===== config.mk =====
export PLATFORM = sky130hd
export DESIGN_NAME = csa_pipe_adder_flat
export DESIGN_NICKNAME = d
export VERILOG_FILES = /design/src/rtl/csa_pipe_adder_pkg.sv /design/src/rtl/csa_pipe_adder_if.sv /design/src/rtl/csa_pipe_adder_slice.sv /design/src/rtl/csa_pipe_adder.sv /design/src/flat_wrapper.sv
export SDC_FILE = /design/constraint.sdc
export NUM_CORES = 1
export LEC_CHECK = 0
export BUFFER_PORTS_ARGS = -buffer_cell sky130_fd_sc_hd__buf_2
export CAP_MARGIN = 40
export CORE_MARGIN = 5
export CORE_UTILIZATION = 55
export DETAILED_ROUTE_END_ITERATION = 6
export PLACE_DENSITY = 0.76
export SYNTH_ARGS = -nofsm -noshare
export SYNTH_HDL_FRONTEND = slang
export SYNTH_HIERARCHICAL = 1
export SYNTH_SLANG_ARGS = --single-unit

===== constraint.sdc =====
create_clock -name clk -period 6.94 [get_ports clk]
set_input_delay 1.388 -clock clk [delete_from_list [all_inputs] [get_ports clk]]
set_output_delay 1.388 -clock clk [all_outputs]
set_load 0.02 [all_outputs]

===== src/rtl/csa_pipe_adder_pkg.sv =====
// Shared constants and elaboration helpers for the pipelined carry-select adder.
package adder_pkg;

  localparam int DEF_WIDTH = 16;
  localparam int DEF_BLOCK = 4;

  function automatic int nstage(input int width, input int block);
    return width / block;
  endfunction

  function automatic bit cfg_ok(input int width, input int block);
    return (block > 0) && (width >= block) && ((width % block) == 0);
  endfunction

endpackage


===== src/rtl/csa_pipe_adder_if.sv =====
// Operand/result handshake bundle between operand sources, the adder and the result bus.
interface csa_pipe_adder_if #(parameter int WIDTH = adder_pkg::DEF_WIDTH);
  import adder_pkg::*;

  logic             in_valid;
  logic             in_ready;
  logic [WIDTH-1:0] in_a;
  logic [WIDTH-1:0] in_b;
  logic             in_cin;
  logic             in_sub;
  logic             out_valid;
  logic             out_ready;
  logic [WIDTH-1:0] out_sum;
  logic             out_cout;
  logic             out_ovf;

  modport master (
    output in_valid, in_a, in_b, in_cin, in_sub, out_ready,
    input  in_ready, out_valid, out_sum, out_cout, out_ovf
  );

  modport slave (
    input  in_valid, in_a, in_b, in_cin, in_sub, out_ready,
    output in_ready, out_valid, out_sum, out_cout, out_ovf
  );

endinterface


===== src/rtl/csa_pipe_adder_slice.sv =====
// One carry-select slice: both carry-in outcomes rippled in parallel, picked by cin.
module csa_slice
  import adder_pkg::*;
#(
  parameter int BLOCK = DEF_BLOCK
) (
  input  logic [BLOCK-1:0] a,
  input  logic [BLOCK-1:0] b,
  input  logic             cin,
  output logic [BLOCK-1:0] sum,
  output logic             cout,
  output logic             c_msb_in
);

  logic [BLOCK:0]   c0, c1;
  logic [BLOCK-1:0] s0, s1;

  assign c0[0] = 1'b0;
  assign c1[0] = 1'b1;

  for (genvar i = 0; i < BLOCK; i++) begin : g_bit
    assign s0[i]   = a[i] ^ b[i] ^ c0[i];
    assign c0[i+1] = (a[i] & b[i]) | (c0[i] & (a[i] ^ b[i]));
    assign s1[i]   = a[i] ^ b[i] ^ c1[i];
    assign c1[i+1] = (a[i] & b[i]) | (c1[i] & (a[i] ^ b[i]));
  end

  assign sum      = cin ? s1 : s0;
  assign cout     = cin ? c1[BLOCK] : c0[BLOCK];
  assign c_msb_in = cin ? c1[BLOCK-1] : c0[BLOCK-1];

endmodule


===== src/rtl/csa_pipe_adder.sv =====
// Pipelined carry-select add/sub: one BLOCK-bit slice per stage, operands skewed
// down the pipe, whole pipe advances together under valid/ready backpressure.
module csa_pipe_adder
  import adder_pkg::*;
#(
  parameter int WIDTH = DEF_WIDTH,
  parameter int BLOCK = DEF_BLOCK
) (
  input  logic            clk,
  input  logic            rst,
  csa_pipe_adder_if.slave bus
);

  localparam int NSTAGE = nstage(WIDTH, BLOCK);

  if (!cfg_ok(WIDTH, BLOCK)) begin : g_cfg_err
    $error("csa_pipe_adder: WIDTH must be a non-zero multiple of BLOCK");
  end

  logic              adv;
  logic [NSTAGE-1:0] vld_pipe;

  // A full output that is not being taken freezes every stage at once.
  assign adv          = bus.out_ready | ~bus.out_valid;
  assign bus.in_ready = adv;

  for (genvar k = 0; k < NSTAGE; k++) begin : g_st
    localparam int HI = WIDTH - k*BLOCK;

    logic [HI-1:0]          a_in, b_in;
    logic                   c_in, v_in;
    logic [BLOCK-1:0]       s_sl;
    logic                   co_sl, cm_sl;
    logic [(k+1)*BLOCK-1:0] sum_d, sum_q;
    logic                   c_q;

    if (k == 0) begin : g_src
      assign a_in  = bus.in_a;
      assign b_in  = bus.in_sub ? ~bus.in_b : bus.in_b;
      assign c_in  = bus.in_sub | bus.in_cin;
      assign v_in  = bus.in_valid;
      assign sum_d = s_sl;
    end else begin : g_src
      assign a_in  = g_st[k-1].g_skew.a_q;
      assign b_in  = g_st[k-1].g_skew.b_q;
      assign c_in  = g_st[k-1].c_q;
      assign v_in  = vld_pipe[k-1];
      assign sum_d = {s_sl, g_st[k-1].sum_q};
    end

    csa_slice #(.BLOCK(BLOCK)) u_slice (
      .a        (a_in[BLOCK-1:0]),
      .b        (b_in[BLOCK-1:0]),
      .cin      (c_in),
      .sum      (s_sl),
      .cout     (co_sl),
      .c_msb_in (cm_sl)
    );

    // Data only loads with a valid entry, so bubbles leave the last result in place.
    always_ff @(posedge clk or posedge rst) begin
      if (rst) begin
        vld_pipe[k] <= 1'b0;
        sum_q       <= '0;
        c_q         <= 1'b0;
      end else if (adv) begin
        vld_pipe[k] <= v_in;
        if (v_in) begin
          sum_q <= sum_d;
          c_q   <= co_sl;
        end
      end
    end

    if (k < NSTAGE-1) begin : g_skew
      logic [HI-BLOCK-1:0] a_q, b_q;
      logic                cm_unused;

      assign cm_unused = cm_sl;

      always_ff @(posedge clk or posedge rst) begin
        if (rst) begin
          a_q <= '0;
          b_q <= '0;
        end else if (adv && v_in) begin
          a_q <= a_in[HI-1:BLOCK];
          b_q <= b_in[HI-1:BLOCK];
        end
      end
    end else begin : g_last
      logic ovf_q;

      always_ff @(posedge clk or posedge rst) begin
        if (rst)              ovf_q <= 1'b0;
        else if (adv && v_in) ovf_q <= cm_sl ^ co_sl;
      end

      assign bus.out_valid = vld_pipe[k];
      assign bus.out_sum   = sum_q;
      assign bus.out_cout  = c_q;
      assign bus.out_ovf   = ovf_q;
    end
  end

endmodule


===== src/flat_wrapper.sv =====
// flat-port wrapper written by rule: the top's interface ports become plain ports
module csa_pipe_adder_flat import adder_pkg::*;
#(
  parameter int WIDTH = DEF_WIDTH,
  parameter int BLOCK = DEF_BLOCK
)
  (clk, rst, bus_in_valid, bus_in_a, bus_in_b, bus_in_cin, bus_in_sub, bus_out_ready, bus_in_ready, bus_out_valid, bus_out_sum, bus_out_cout, bus_out_ovf);
  csa_pipe_adder_if #(.WIDTH(WIDTH)) bus_i ();
  input  logic clk;
  input  logic rst;
  input wire logic [$bits(bus_i.in_valid)-1:0] bus_in_valid;
  input wire logic [$bits(bus_i.in_a)-1:0] bus_in_a;
  input wire logic [$bits(bus_i.in_b)-1:0] bus_in_b;
  input wire logic [$bits(bus_i.in_cin)-1:0] bus_in_cin;
  input wire logic [$bits(bus_i.in_sub)-1:0] bus_in_sub;
  input wire logic [$bits(bus_i.out_ready)-1:0] bus_out_ready;
  output wire logic [$bits(bus_i.in_ready)-1:0] bus_in_ready;
  output wire logic [$bits(bus_i.out_valid)-1:0] bus_out_valid;
  output wire logic [$bits(bus_i.out_sum)-1:0] bus_out_sum;
  output wire logic [$bits(bus_i.out_cout)-1:0] bus_out_cout;
  output wire logic [$bits(bus_i.out_ovf)-1:0] bus_out_ovf;
  assign bus_i.in_valid = bus_in_valid;
  assign bus_i.in_a = bus_in_a;
  assign bus_i.in_b = bus_in_b;
  assign bus_i.in_cin = bus_in_cin;
  assign bus_i.in_sub = bus_in_sub;
  assign bus_i.out_ready = bus_out_ready;
  assign bus_in_ready = bus_i.in_ready;
  assign bus_out_valid = bus_i.out_valid;
  assign bus_out_sum = bus_i.out_sum;
  assign bus_out_cout = bus_i.out_cout;
  assign bus_out_ovf = bus_i.out_ovf;
  csa_pipe_adder #(.WIDTH(WIDTH), .BLOCK(BLOCK)) u_core (.clk(clk), .rst(rst), .bus(bus_i));
endmodule

==> summary.txt <==
STATUS
-------------------------------------------------------------------------------------------
Result of the run                                                              finished, final reports clean

CTS
-------------------------------------------------------------------------------------------
Number of buffers created by CTS                                                          9
Clock tree from TritonCTS                                                             built
Clock transition at path regs                                                       0.08 ns
Clock root buffer                                                              sky130_fd_sc_hd__clkbuf_8
Post-cts sizing count                                                                     0
Setup repair bufs after CTS                                                               0
# hold bufs at CTS                                                                        0
Number of buffers between clock root and the deepest sink                                 2
Number of levels the H-tree was split into                                                3
Clock latency of the later-clocked register in the worst-skew pair                  0.35 ns
Clock sinks                                                                              97

ROUTE
-------------------------------------------------------------------------------------------
Remaining routing DRC violations                                                          0
Length of the first detailed-routing pass in iterations                                   6
Total vias in the final route                                                          2368
Vias per inst                                                                          5.02
Number of routed nets with antenna violations                                             0
Number of design-rule violations left by the first detailed-router iteration            113
WL final                                                                            7480 µm
Detail-routed net length per standard cell                                          15.9 µm

PWR
-------------------------------------------------------------------------------------------
Share of power burned in the clock network                                            16.4%
Share of total power in sequential cells                                              42.7%
P per Cell Area                                                                  458 mW/mm²
Internal                                                                            1560 µW
Peak supply drop                                                                   0.188 mV
Switch Pwr                                                                           759 µW
Leakage power figure                                                             0.00246 µW
Share of total power consumed by net switching                                        32.8%
Portion of total power attributed to combinational logic                              40.9%
Power Total                                                                         2320 µW

STA
-------------------------------------------------------------------------------------------
Fin. Hold Viols                                                                           0
Transition time at the pin with the least slew margin                              0.500 ns
Max Freq                                                                            274 MHz
Period minus WS final                                                               3.64 ns
Unrepaired setup endpoints after global routing                                       false
Total setup violations reported at the end of the flow                                    0
Setup_tns                                                                              0 ns
Total count of max-transition violations in the final report                              0
Fraction of the cycle the final worst path needs                                      52.5%
Relative slew slack                                                                   66.5%
Setup clock skew after layout                                                     0.0107 ns

YOSYS
-------------------------------------------------------------------------------------------
Seq/Total Area, Yosys                                                                 53.8%
#FFs+latches synth                                                                       97
Top cells by area, synth                                                       sky130_fd_sc_hd__dfrtp_1 (54%), sky130_fd_sc_hd__mux2_4 (13%), sky130_fd_sc_hd__mux2_2 (11%)
Dominant synthesized flop cell                                                 sky130_fd_sc_hd__dfrtp_1
Adder-Cell Fraction of Synth Area                                                     7.54%
Largest family of logic cells by synthesized area                              multiplexers
Number of different library cells in the post-synthesis netlist                          23
Number of synthesized flops with an enable pin                                            0
Xor/xnor share of the synthesized area                                                4.07%
Synth Cell Area                                                                 0.00451 mm²
Post-synthesis cell count                                                               305
Number of warning messages in the yosys log                                               6
Proportion of netlist area held by the largest area contributor                       53.8%
Multiplexer area fraction after synthesis                                             24.5%
Post-Syn Nets                                                                           363
Synthesized area per cell                                                          14.8 µm²
Async SR Flop Fraction                                                                 100%
Post-synthesis simple-gate area fraction                                              1.55%
Library cell with the largest summed area after synthesis                      sky130_fd_sc_hd__dfrtp_1
Synthesized-area fraction occupied by ao, oa, aoi and oai cells                       2.88%

FINAL LAYOUT
-------------------------------------------------------------------------------------------
Area of the multi-input gates                                                   0.00183 mm²
Share of layout cells above drive strength 1                                          44.4%
Filler Cells Inserted                                                                   654
Non-Filler Instances                                                                    472
Sequential Area                                                                 0.00243 mm²
Post-layout instance area                                                       0.00506 mm²
Number of antenna cells inserted                                                          0
Area overhead of the layout relative to synthesis                                     12.1%
Number of nets at the end of the flow                                                   420

HOLD PATH
-------------------------------------------------------------------------------------------
Hold Path Class                                                                  reg -> reg
Hold Path Cell Cnt                                                                        2

GRT
-------------------------------------------------------------------------------------------
Initial antenna violation count                                                           0
GRT Util Overall                                                                      16.6%
Number of global-route vias before repair                                              2629
Total congestion overflow after global routing                                            0
Maximum number of pins on one net before global-route repair                             56
Global-route wire length before repair                                             12900 µm

CRITICAL PATH
-------------------------------------------------------------------------------------------
Endpoint of the worst register-to-register path                                u_core/bus.out_ovf
Largest incremental delay on the critical path                                      0.41 ns
Critical Path Source                                                             bus_in_sub
R2R setup slack                                                                     4.61 ns
Cell breakdown of the critical path                                            buf_2, xor2_1, inv_1, ha_1, mux2i_1, fa_1, inv_1, fa_1, inv_1, fa_1, mux2_2
Critical Path Source Type                                                      primary input
Critical Path End Type                                                             register
Critical path type                                                                in -> reg
Arr. time, crit path                                                                3.87 ns
R2r startpoint                                                                 u_core/g_st[2].g_skew.a_q[0]
Critical Path RT                                                                    7.17 ns
End point of the critical path                                                 u_core/g_st[0].sum_q[3]
Maximum fanout along the worst path                                                      17
Worst reg2reg path depth                                                                 10
Cell with the largest stage delay on the worst path                            sky130_fd_sc_hd__buf_2

PLACEMENT
-------------------------------------------------------------------------------------------
IO Port Bufs                                                                             57
Dpl hpwl                                                                            5180 µm
Post-Place Cells                                                                        456
Gpl congestion                                                                        0.729
Placement Cell Area                                                             0.00484 mm²

FLOORPLANNING
-------------------------------------------------------------------------------------------
Total Die Area                                                                   0.0101 mm²
Rows                                                                                     33
Chip Width                                                                           101 µm
Die extent in y                                                                      101 µm
Total core area                                                                 0.00809 mm²
Starting density of the core                                                          55.8%
Number of top-level pins                                                                 58

JOB
-------------------------------------------------------------------------------------------
Count of maximum capacitance violations                                                   0

==> worst min path at each step <==
stage / startpoint / endpoint / slack (ns)
2_1_floorplan: u_core/g_st[3].v_in / u_core/bus.out_valid / 0.46
3_3_place_gp: u_core/g_st[3].v_in / u_core/bus.out_valid / 0.47
3_5_place_dp: u_core/g_st[3].v_in / u_core/bus.out_valid / 0.47
4_1_cts: u_core/g_st[3].v_in / u_core/bus.out_valid / 0.50
5_1_grt: u_core/g_st[1].sum_q[6] / u_core/g_st[2].sum_q[6] / 0.52
6_report: u_core/g_st[3].v_in / u_core/bus.out_valid / 0.50
==> cell usage after synthesis (2+ instances only) <==
library cell and count:
sky130_fd_sc_hd__dfrtp_1 97, sky130_fd_sc_hd__mux2_2 44, sky130_fd_sc_hd__mux2_4 38, sky130_fd_sc_hd__inv_1 35, sky130_fd_sc_hd__a21oi_1 24, sky130_fd_sc_hd__fa_1 12, sky130_fd_sc_hd__xnor2_1 12, sky130_fd_sc_hd__xor2_1 9
sky130_fd_sc_hd__ha_1 8, sky130_fd_sc_hd__buf_6 7, sky130_fd_sc_hd__mux2i_1 4, sky130_fd_sc_hd__buf_2 3, sky130_fd_sc_hd__o21ai_0 2
==> cells in the final DEF (no fill, tap or decap), types with 2 or more instances in the layout <==
cell type	netlist	layout
sky130_fd_sc_hd__mux2_2	44	44
sky130_fd_sc_hd__clkbuf_8	0	12
sky130_fd_sc_hd__inv_1	35	34
sky130_fd_sc_hd__buf_2	3	57
sky130_fd_sc_hd__xnor2_1	12	12
sky130_fd_sc_hd__o21ai_0	2	2
sky130_fd_sc_hd__mux2i_1	4	4
sky130_fd_sc_hd__dfrtp_1	97	97
sky130_fd_sc_hd__a21oi_1	24	24
sky130_fd_sc_hd__xor2_1	9	9
sky130_fd_sc_hd__fa_1	12	12
sky130_fd_sc_hd__mux2_4	38	38
sky130_fd_sc_hd__ha_1	8	8
==> cell families (layout without fill, tap and decap cells) <==
group,count (synthesis),count (layout)
fa+ha+maj,20,20
compound gates,26,26
xor+xnor,21,21
flops,97,97
buf+inv,48,110
mux,86,86
simple gates,7,7
==> flip-flops by register name, indices dropped and copies added, names as in the netlist <==
register	count
u_core/bus.out_ovf	1
u_core/g_st.sum_q	24
u_core/g_st.g_skew.b_q	24
u_core/g_st.v_in	3
u_core/bus.out_sum	16
u_core/g_st.g_skew.a_q	24
u_core/g_st.c_q	3
u_core/bus.out_valid	1
u_core/bus.out_cout	1
==> power by group through the flow <==
| stage | clock, µW | combinational [µW] | sequential, µW |
|---|---|---|---|
| after floorplan | 0 | 727 | 1030 |
| after global placement | 0 | 912 | 989 |
| after global routing | 418 | 1060 | 1020 |
| after CTS | 392 | 963 | 993 |
| after detailed placement | 0 | 958 | 1010 |
| final | 380 | 947 | 990 |
==> per-stage QoR <==
| step | utilization, % | hold WS (ns) | setup WS, ns |
|---|---|---|---|
| floorplan | - | 0.457 | 3.02 |
| global placement | 59.5 | 0.468 | 3.09 |
| detailed placement | 59.8 | 0.474 | 2.91 |
| CTS | 62.5 | 0.498 | 3.28 |
| global route | 62.5 | 0.521 | 3.14 |
| finish | 62.5 | 0.500 | 3.30 |
==> worst max-delay path: cells and delay by family <==
family,cells,cell delay [ns]
adders and majority gates,4,1.15
buffers and inverters,4,0.61
muxes,2,0.48
xor gates and xnor gates,1,0.25
==> per-layer routing <==
layer	global-route usage [%]	wire length, µm
met1	21.6	3270
met5	0	0
met2	27.3	3870
met3	3.32	221
met4	6.53	125
==> cell type report <==
cell class              count  area share [%]
multi-input cells         160            36.2
well taps                 105            2.60
flip-flops and latches     97            48.0
clock buffers              13            3.34
clock inverters             3           0.915
repair buffers             59            6.33
inverters                  35            2.65
Note: power is estimated with default switching activity, not from simulation.
